### src/rtl/trap_ctrl_if.sv
// trap_interface: request/response channel between the trap controller and
// the pipeline flush logic. The requester drives req.mode; the responder
// holds res.flushflag high while the upstream flush is still in progress.
interface trap_interface;
  typedef struct packed {
    logic [1:0] mode;  // 0 = TRAP_NONE, 1 = TRAP_ENTER, 2 = TRAP_RETURN
  } trap_req_t;

  typedef struct packed {
    logic flushflag;
  } trap_res_t;

  trap_req_t req;
  trap_res_t res;

  modport requester (output req, input res);
  modport responder (input req, output res);
endinterface

### src/rtl/trap_ctrl.sv
// trap_ctrl: machine-mode trap controller. It owns mtvec/mepc/mcause/mtval
// and mstatus.MIE/MPIE, and sequences trap entry and MRET toward the
// pipeline as IDLE -> ENTER|RETURN -> DRAIN -> IDLE.
// Optional feature: define TRAP_CTRL_IRQ_EN to add the timer interrupt path
// (2-flop synchronizer, mie.MTIE register and interrupt entry). Without it,
// irq_timer_i is ignored, mie reads as 0 and 0x304 writes are dropped.
module trap_ctrl (
  input  logic        clk,
  input  logic        rst_n,
  input  logic        exc_valid_i,
  input  logic [3:0]  exc_cause_i,
  input  logic [31:0] exc_pc_i,
  input  logic [31:0] exc_tval_i,
  input  logic        mret_i,
  input  logic        commit_valid_i,
  input  logic [31:0] commit_npc_i,
  input  logic        irq_timer_i,
  input  logic        csr_we_i,
  input  logic [11:0] csr_addr_i,
  input  logic [31:0] csr_wdata_i,
  output logic [31:0] mtvec_o,
  output logic [31:0] mepc_o,
  output logic [31:0] mcause_o,
  output logic [31:0] mtval_o,
  output logic        mie_o,
  output logic        busy_o,
  trap_interface.requester trap_bus
);
  localparam logic [1:0] S_IDLE   = 2'd0;
  localparam logic [1:0] S_ENTER  = 2'd1;
  localparam logic [1:0] S_RETURN = 2'd2;
  localparam logic [1:0] S_DRAIN  = 2'd3;

  localparam logic [1:0] TRAP_NONE   = 2'd0;
  localparam logic [1:0] TRAP_ENTER  = 2'd1;
  localparam logic [1:0] TRAP_RETURN = 2'd2;

  logic [1:0]  state_q, state_d;
  logic [31:0] mtvec_q, mtvec_d;
  logic [31:0] mepc_q, mepc_d;
  logic [31:0] mcause_q, mcause_d;
  logic [31:0] mtval_q, mtval_d;
  logic        mie_q, mie_d;
  logic        mpie_q, mpie_d;
  logic        irq_sync;
  logic        mtie;
  logic        unused_bits;

`ifdef TRAP_CTRL_IRQ_EN
  logic irq_meta_q, irq_sync_q;
  logic mtie_q, mtie_d;

  // Two-flop synchronizer for the asynchronous timer interrupt level
  always_ff @(posedge clk) begin
    if (!rst_n) begin
      irq_meta_q <= 1'b0;
      irq_sync_q <= 1'b0;
    end else begin
      irq_meta_q <= irq_timer_i;
      irq_sync_q <= irq_meta_q;
    end
  end

  // mie.MTIE: only software writes to 0x304 change it
  always_ff @(posedge clk) begin
    if (!rst_n) mtie_q <= 1'b0;
    else        mtie_q <= mtie_d;
  end

  always_comb begin
    mtie_d = mtie_q;
    if (csr_we_i && csr_addr_i == 12'h304) mtie_d = csr_wdata_i[7];
  end

  assign irq_sync    = irq_sync_q;
  assign mtie        = mtie_q;
  assign unused_bits = ^{exc_pc_i[1:0], commit_npc_i[1:0]};
`else
  assign irq_sync    = 1'b0;
  assign mtie        = 1'b0;
  assign unused_bits = ^{exc_pc_i[1:0], commit_npc_i[1:0], irq_timer_i};
`endif

  // Next state: CSR writes first, trap/MRET updates afterwards so they win
  always_comb begin
    state_d  = state_q;
    mtvec_d  = mtvec_q;
    mepc_d   = mepc_q;
    mcause_d = mcause_q;
    mtval_d  = mtval_q;
    mie_d    = mie_q;
    mpie_d   = mpie_q;

    if (csr_we_i) begin
      case (csr_addr_i)
        12'h300: begin
          mie_d  = csr_wdata_i[3];
          mpie_d = csr_wdata_i[7];
        end
        12'h305: mtvec_d  = {csr_wdata_i[31:2], 2'b00};
        12'h341: mepc_d   = {csr_wdata_i[31:2], 2'b00};
        12'h342: mcause_d = csr_wdata_i;
        12'h343: mtval_d  = csr_wdata_i;
        default: ;
      endcase
    end

    case (state_q)
      S_IDLE: begin
        // Exceptions are never masked by MIE; at most one event per cycle
        if (exc_valid_i) begin
          mepc_d   = {exc_pc_i[31:2], 2'b00};
          mcause_d = {28'b0, exc_cause_i};
          mtval_d  = exc_tval_i;
          mpie_d   = mie_q;
          mie_d    = 1'b0;
          state_d  = S_ENTER;
        end else if (mret_i) begin
          mie_d   = mpie_q;
          mpie_d  = 1'b1;
          state_d = S_RETURN;
        end else if (irq_sync && mie_q && mtie && commit_valid_i) begin
          mepc_d   = {commit_npc_i[31:2], 2'b00};
          mcause_d = 32'h8000_0007;
          mtval_d  = 32'h0;
          mpie_d   = mie_q;
          mie_d    = 1'b0;
          state_d  = S_ENTER;
        end
      end
      S_ENTER, S_RETURN: state_d = S_DRAIN;
      // Upstream is being flushed; new events here are dropped
      S_DRAIN: if (!trap_bus.res.flushflag) state_d = S_IDLE;
      default: state_d = S_IDLE;
    endcase
  end

  // State and CSR registers, synchronous active-low reset
  always_ff @(posedge clk) begin
    if (!rst_n) begin
      state_q  <= S_IDLE;
      mtvec_q  <= 32'h0;
      mepc_q   <= 32'h0;
      mcause_q <= 32'h0;
      mtval_q  <= 32'h0;
      mie_q    <= 1'b0;
      mpie_q   <= 1'b0;
    end else begin
      state_q  <= state_d;
      mtvec_q  <= mtvec_d;
      mepc_q   <= mepc_d;
      mcause_q <= mcause_d;
      mtval_q  <= mtval_d;
      mie_q    <= mie_d;
      mpie_q   <= mpie_d;
    end
  end

  assign trap_bus.req.mode = (state_q == S_ENTER)  ? TRAP_ENTER  :
                             (state_q == S_RETURN) ? TRAP_RETURN : TRAP_NONE;

  assign mtvec_o  = mtvec_q;
  assign mepc_o   = mepc_q;
  assign mcause_o = mcause_q;
  assign mtval_o  = mtval_q;
  assign mie_o    = mie_q;
  assign busy_o   = (state_q != S_IDLE);
endmodule

### src/flat_wrapper.sv
// flat-port wrapper written by rule: the top's interface ports become plain ports
module trap_ctrl_flat 
  (clk, rst_n, exc_valid_i, exc_cause_i, exc_pc_i, exc_tval_i, mret_i, commit_valid_i, commit_npc_i, irq_timer_i, csr_we_i, csr_addr_i, csr_wdata_i, mtvec_o, mepc_o, mcause_o, mtval_o, mie_o, busy_o, trap_bus_req, trap_bus_res);
  trap_interface trap_bus_i ();
  input  logic clk;
  input  logic rst_n;
  input  logic exc_valid_i;
  input  logic [3:0] exc_cause_i;
  input  logic [31:0] exc_pc_i;
  input  logic [31:0] exc_tval_i;
  input  logic mret_i;
  input  logic commit_valid_i;
  input  logic [31:0] commit_npc_i;
  input  logic irq_timer_i;
  input  logic csr_we_i;
  input  logic [11:0] csr_addr_i;
  input  logic [31:0] csr_wdata_i;
  output logic [31:0] mtvec_o;
  output logic [31:0] mepc_o;
  output logic [31:0] mcause_o;
  output logic [31:0] mtval_o;
  output logic mie_o;
  output logic busy_o;
  output wire logic [$bits(trap_bus_i.req)-1:0] trap_bus_req;
  input wire logic [$bits(trap_bus_i.res)-1:0] trap_bus_res;
  assign trap_bus_req = trap_bus_i.req;
  assign trap_bus_i.res = trap_bus_res;
  trap_ctrl u_core (.clk(clk), .rst_n(rst_n), .exc_valid_i(exc_valid_i), .exc_cause_i(exc_cause_i), .exc_pc_i(exc_pc_i), .exc_tval_i(exc_tval_i), .mret_i(mret_i), .commit_valid_i(commit_valid_i), .commit_npc_i(commit_npc_i), .irq_timer_i(irq_timer_i), .csr_we_i(csr_we_i), .csr_addr_i(csr_addr_i), .csr_wdata_i(csr_wdata_i), .mtvec_o(mtvec_o), .mepc_o(mepc_o), .mcause_o(mcause_o), .mtval_o(mtval_o), .mie_o(mie_o), .busy_o(busy_o), .trap_bus(trap_bus_i));
endmodule
### config.mk
export PLATFORM = sky130hd
export DESIGN_NAME = trap_ctrl_flat
export DESIGN_NICKNAME = d
export VERILOG_FILES = /design/src/rtl/trap_ctrl_if.sv /design/src/rtl/trap_ctrl.sv /design/src/flat_wrapper.sv
export SDC_FILE = /design/constraint.sdc
export NUM_CORES = 1
export LEC_CHECK = 0
export CAP_MARGIN = 20
export CORE_MARGIN = 1.5
export CORE_UTILIZATION = 35
export CTS_CLUSTER_DIAMETER = 100
export CTS_CLUSTER_SIZE = 24
export DETAILED_ROUTE_END_ITERATION = 7
export HOLD_SLACK_MARGIN = 0.02
export MAX_ROUTING_LAYER = met4
export PLACE_DENSITY = 0.72
export SLEW_MARGIN = 10
export SYNTH_ARGS = -nofsm -noshare
export SYNTH_HDL_FRONTEND = slang
export SYNTH_SLANG_ARGS = --single-unit
### constraint.sdc
create_clock -name clk -period 1.9 [get_ports clk]
set_clock_uncertainty 0.15 [all_clocks]
set_input_delay 0.19 -clock clk [delete_from_list [all_inputs] [get_ports clk]]
set_output_delay 0.19 -clock clk [all_outputs]
set_load 0.02 [all_outputs]
Word-level counts from Yosys, hierarchy flattened

Cells that the tools add are included.

Equality and inequality tests: 10
Mux-type cells: 28
Reduce and logical (&&, ||, !) cells: 5

Operators with widths:

| operator                                                           | count |
|---|---|
| 32-bit 2-to-1 mux                                                  | 12 |
| 12-bit by 10-bit == test with 1-bit output (second input constant) | 5 |
| 1-bit 2-to-1 mux                                                   | 10 |
| 2-bit 2-to-1 mux                                                   | 5 |
| 2-bit one-hot mux with 3 select lines                              | 1 |
| 2-bit == test (second input constant)                              | 2 |
| 2-bit AND reduction                                                | 2 |
| 3-bit inequality test (second input constant)                      | 1 |
| 2-bit by 1-bit == test with 1-bit output (second input constant)   | 1 |
| 2-bit zero test                                                    | 1 |
| 2-bit inequality test (second input constant)                      | 1 |
| 2-bit nonzero test                                                 | 1 |
| 2-bit OR reduction                                                 | 1 |

Bits in registers: 130
Input bits: 152
Output and inout bits: 132

Depth between registers and ports, before layout

Depth in word-level cells: 6
Mapped depth: 7

Worst setup path after synthesis

No wires, ideal clock.

Path kind: reg-to-reg
Start point: register u_core.state_q[0]
End point: register u_core.mcause_q[2] (netlist: u_core.mcause_o[2])
Setup time: 0.121 ns
Arrival time: 1.437 ns
Path slack: 0.193 ns
Cell stages (with the launch flop): 8
Buffers on the path: 2
Clock period less this slack: 1.707 ns
Cell sequence: dfxtp_1 -> inv_1 -> ha_1 -> and2_1 -> buf_4 -> buf_1 -> nor3_1 -> nor3_2

Word-level cells in the longest chain between the ends: 2

Ends and longest elaborated chain:

| item                   | RTL line         | RTL |
|---|---|---|
| from (decl)            | trap_ctrl.sv:38  | `logic [1:0] state_q, state_d;` |
| from (signal assigned) | trap_ctrl.sv:149 | `state_q <= state_d;` |
| 2-bit zero test        | trap_ctrl.sv:108 | `case (state_q)` |
| 32-bit 2-to-1 mux      | trap_ctrl.sv:108 |  |
| to (signal assigned)   | trap_ctrl.sv:152 | `mcause_q <= mcause_d;` |
| to (decl)              | trap_ctrl.sv:41  | `logic [31:0] mcause_q, mcause_d;` |

No other way between the ends.
A chain may end at the register's enable or synchronous reset.

Worst setup path in the final report

Start point: register u_core.state_q[1]
End point: register u_core.mepc_q[26] (netlist: u_core.mepc_o[26])

Word-level cells in the longest chain between the ends: 2

Ends and longest elaborated chain:

| item                 | RTL line         | RTL |
|---|---|---|
| 2-bit zero test      | trap_ctrl.sv:108 |  |
| 32-bit 2-to-1 mux    | trap_ctrl.sv:108 |  |
| to (signal assigned) | trap_ctrl.sv:151 | `mepc_q <= mepc_d;` |
| to (decl)            | trap_ctrl.sv:40  | `logic [31:0] mepc_q, mepc_d;` |

No other way between the ends.

==> metrics.txt <==
Die H=129 um; die width=129 um; drt total wl=17800 um; CP startpoint=u_core.state_q[1]; clk_lat worst skew=410 ps; gr busiest metal=met2; Die ar.=16600 um2; max-cap viol count=0; flops & latches, synth=130; TritonCTS clock tree=built; # IOs=284; Reg area=2600 um2; share of layout cells above drive strength 1=0.0818; antenna diode count=0; delay of the slowest critical-path stage=370 ps; Final Cell Area=8960 um2; number of synthesized flops with an enable pin=0; ys flop type=dfxtp_1; Crit Reg-Reg Endpoint=u_core.mepc_o[26]; reg2reg setup slack=110 ps; Final HPWL DP=12700 um; initial antenna violation count=0; crit-path max FO=46; clk slew on worst S/H paths=60 ps; met3 usage=0.0753; leakage=3.42 nW; routed via count=5524; clock tree sinks=130; largest net degree at the start of global routing=61; WHS Endpoint=u_core.mepc_o[27]; post-CTS setup repair buffer count=0; core area=15300 um2; Final min period=1790 ps; reg2reg path depth=6; mapped cell area=5540 um2; CP cell instances=inv_1 > ha_2 > and2_2 > buf_12 > nor3_1 > nor3_1; DR DRC count=0; Slowest-stage cell, CP=dfxtp_1; R2R Path Start=u_core.state_q[1]; vias in the first global route=4853; Final GP Congestion=0.810; final period utilization=0.942; total grt overflow=0; Arrival @ worst endpoint=1940 ps; VDD IR max=0.621 mV; met1 Use GR=0.244; H-Tree Depth=4; CTS resizes=6; CP startpoint kind=flip-flop; mean post-synth cell area=8.45 um2; CTS Buf Count=17; # fillers=1426; Placement Cell Area=8370 um2; Power Density=1110 nW/um2; CP dominant cell by count=nor3_1; All-Layer GR Usage=0.217; Final Setup Violations=0; worst min-delay path category=in2reg; met2 global-route usage=0.368; drt first pass iters=5; via density per instance=4.95; Hold Buf Count CTS=0; CP required=2050 ps; Hold Crit Start=rst_n; Distinct cells, synth=38; Final #Nets=1049; final slew viol count=0; routed len/inst=16.0 um; WS Path Type=reg2reg; Synth async-reset ratio=0; post-synthesis sequential area ratio=0.470; Gate Count Post-Synth=655; Final ANT Viol Nets=0; status=completed; RSZ-0062 raised after global routing=no; Rows=45; post-place setup slack=-119 ps; CTS root buffer=clkbuf_16; Synth warnings=0; area grow syn2layout=62.0%; commonest non-fill, non-tap cells in the layout=clkdlybuf4s50_1 (241), dfxtp_1 (130), nand2_1 (92), o21ai_0 (86); Port Buf Inserts=245; DRT iter0 DRCs=256; hold path cells=3; setup ws final=110 ps; fmax=0.559 GHz; Starting Density=0.361; commonest non-fill, non-tap cell in the layout=clkdlybuf4s50_1; first-pass GRT wire length=26700 um; final hold vios=0; maximum clock path buffer count=2; Multi-input gate area=2640 um2; CP Capture Type=flip-flop
## final cells by class
class / count / share of cell area
Timing Repair Buffer: 277 / 0.319
Multi-Input combinational cell: 462 / 0.294
Sequential cell: 130 / 0.290
Clock buffer: 23 / 0.0511
Tap cell: 211 / 0.0294
Clock inverter: 9 / 0.0145
Inverter: 4 / 0.00167
## synthesized netlist by cell type (3+ instances only)
cell,count,area [um2]
dfxtp_1,130,2600
nand2_1,93,349
o21ai_0,86,430
a21oi_1,63,315
nor3_1,63,315
nand3_1,33,165
clkbuf_1,32,120
nor3b_1,32,240
mux2i_1,31,310
o21ai_1,14,70.1
buf_2,10,50.1
buf_4,8,60.1
buf_6,6,67.6
ha_1,5,62.6
nand4_1,5,31.3
buf_1,4,15.0
inv_1,4,15.0
nor3_2,4,40.0
and4_1,3,26.3
nor2_1,3,11.3
## metal layers
metal  up-vias  wire, um  share of wire
met4         0       149         0.0084
met2       192      8760           0.49
met1      2523      7350           0.41
met3        11      1550          0.087
met5         -         0              0
li1       2798         -              -
## flip-flops by register name (all words and copies together), names as in the netlist
signal / flops
u_core.mepc_o: 32
u_core.mcause_o: 32
u_core.mie_o: 1
u_core.mtval_o: 32
u_core.mpie_q: 1
u_core.state_q: 2
u_core.mtvec_o: 30
## stage by stage
stage,hold slack [ps],setup TNS (ps),cells,util,power (mW)
3_3_place_gp,287,-4150,1084,0.547,6.68
5_1_grt,116,0,1116,0.585,10.4
3_5_place_dp,292,-6850,1084,0.547,6.72
6_report,91.1,0,1116,0.585,9.93
4_1_cts,84.6,0,1116,0.585,10.0
2_1_floorplan,173,0,656,-,5.15
## worst max path at each step
stage	depth (start not counted)	slack (ps)	to
floorplan	7	190	u_core.mcause_o[2]
global placement	6	-80	u_core.mepc_o[20]
detailed placement	6	-120	u_core.mepc_o[26]
CTS	4	60	busy_o
global route	7	0.8	u_core.state_q[1]
finish	6	110	u_core.mepc_o[26]
## power breakdown
group	switching, mW	internal [mW]
sequential	0.225	3.16
combinational	1.73	1.53
clock	1.18	2.10
## cells by family after synthesis
logic type                 synth area share
and+or+nand+nor                       0.243
AOI/OAI and AO/OA                     0.160
DFF                                   0.470
buffers and inverters                0.0592
muxes                                0.0561
adders and majority gates            0.0113
other                              0.000677
## worst max-delay path: cells and delay by family, from the launching register on
kind / cells / cell delay (ps)
buffers and inverters: 2 / 290
adders and majority gates: 1 / 240
DFF: 1 / 370
and+or+nand+nor: 3 / 610
Note: power is estimated with default switching activity, not from simulation.
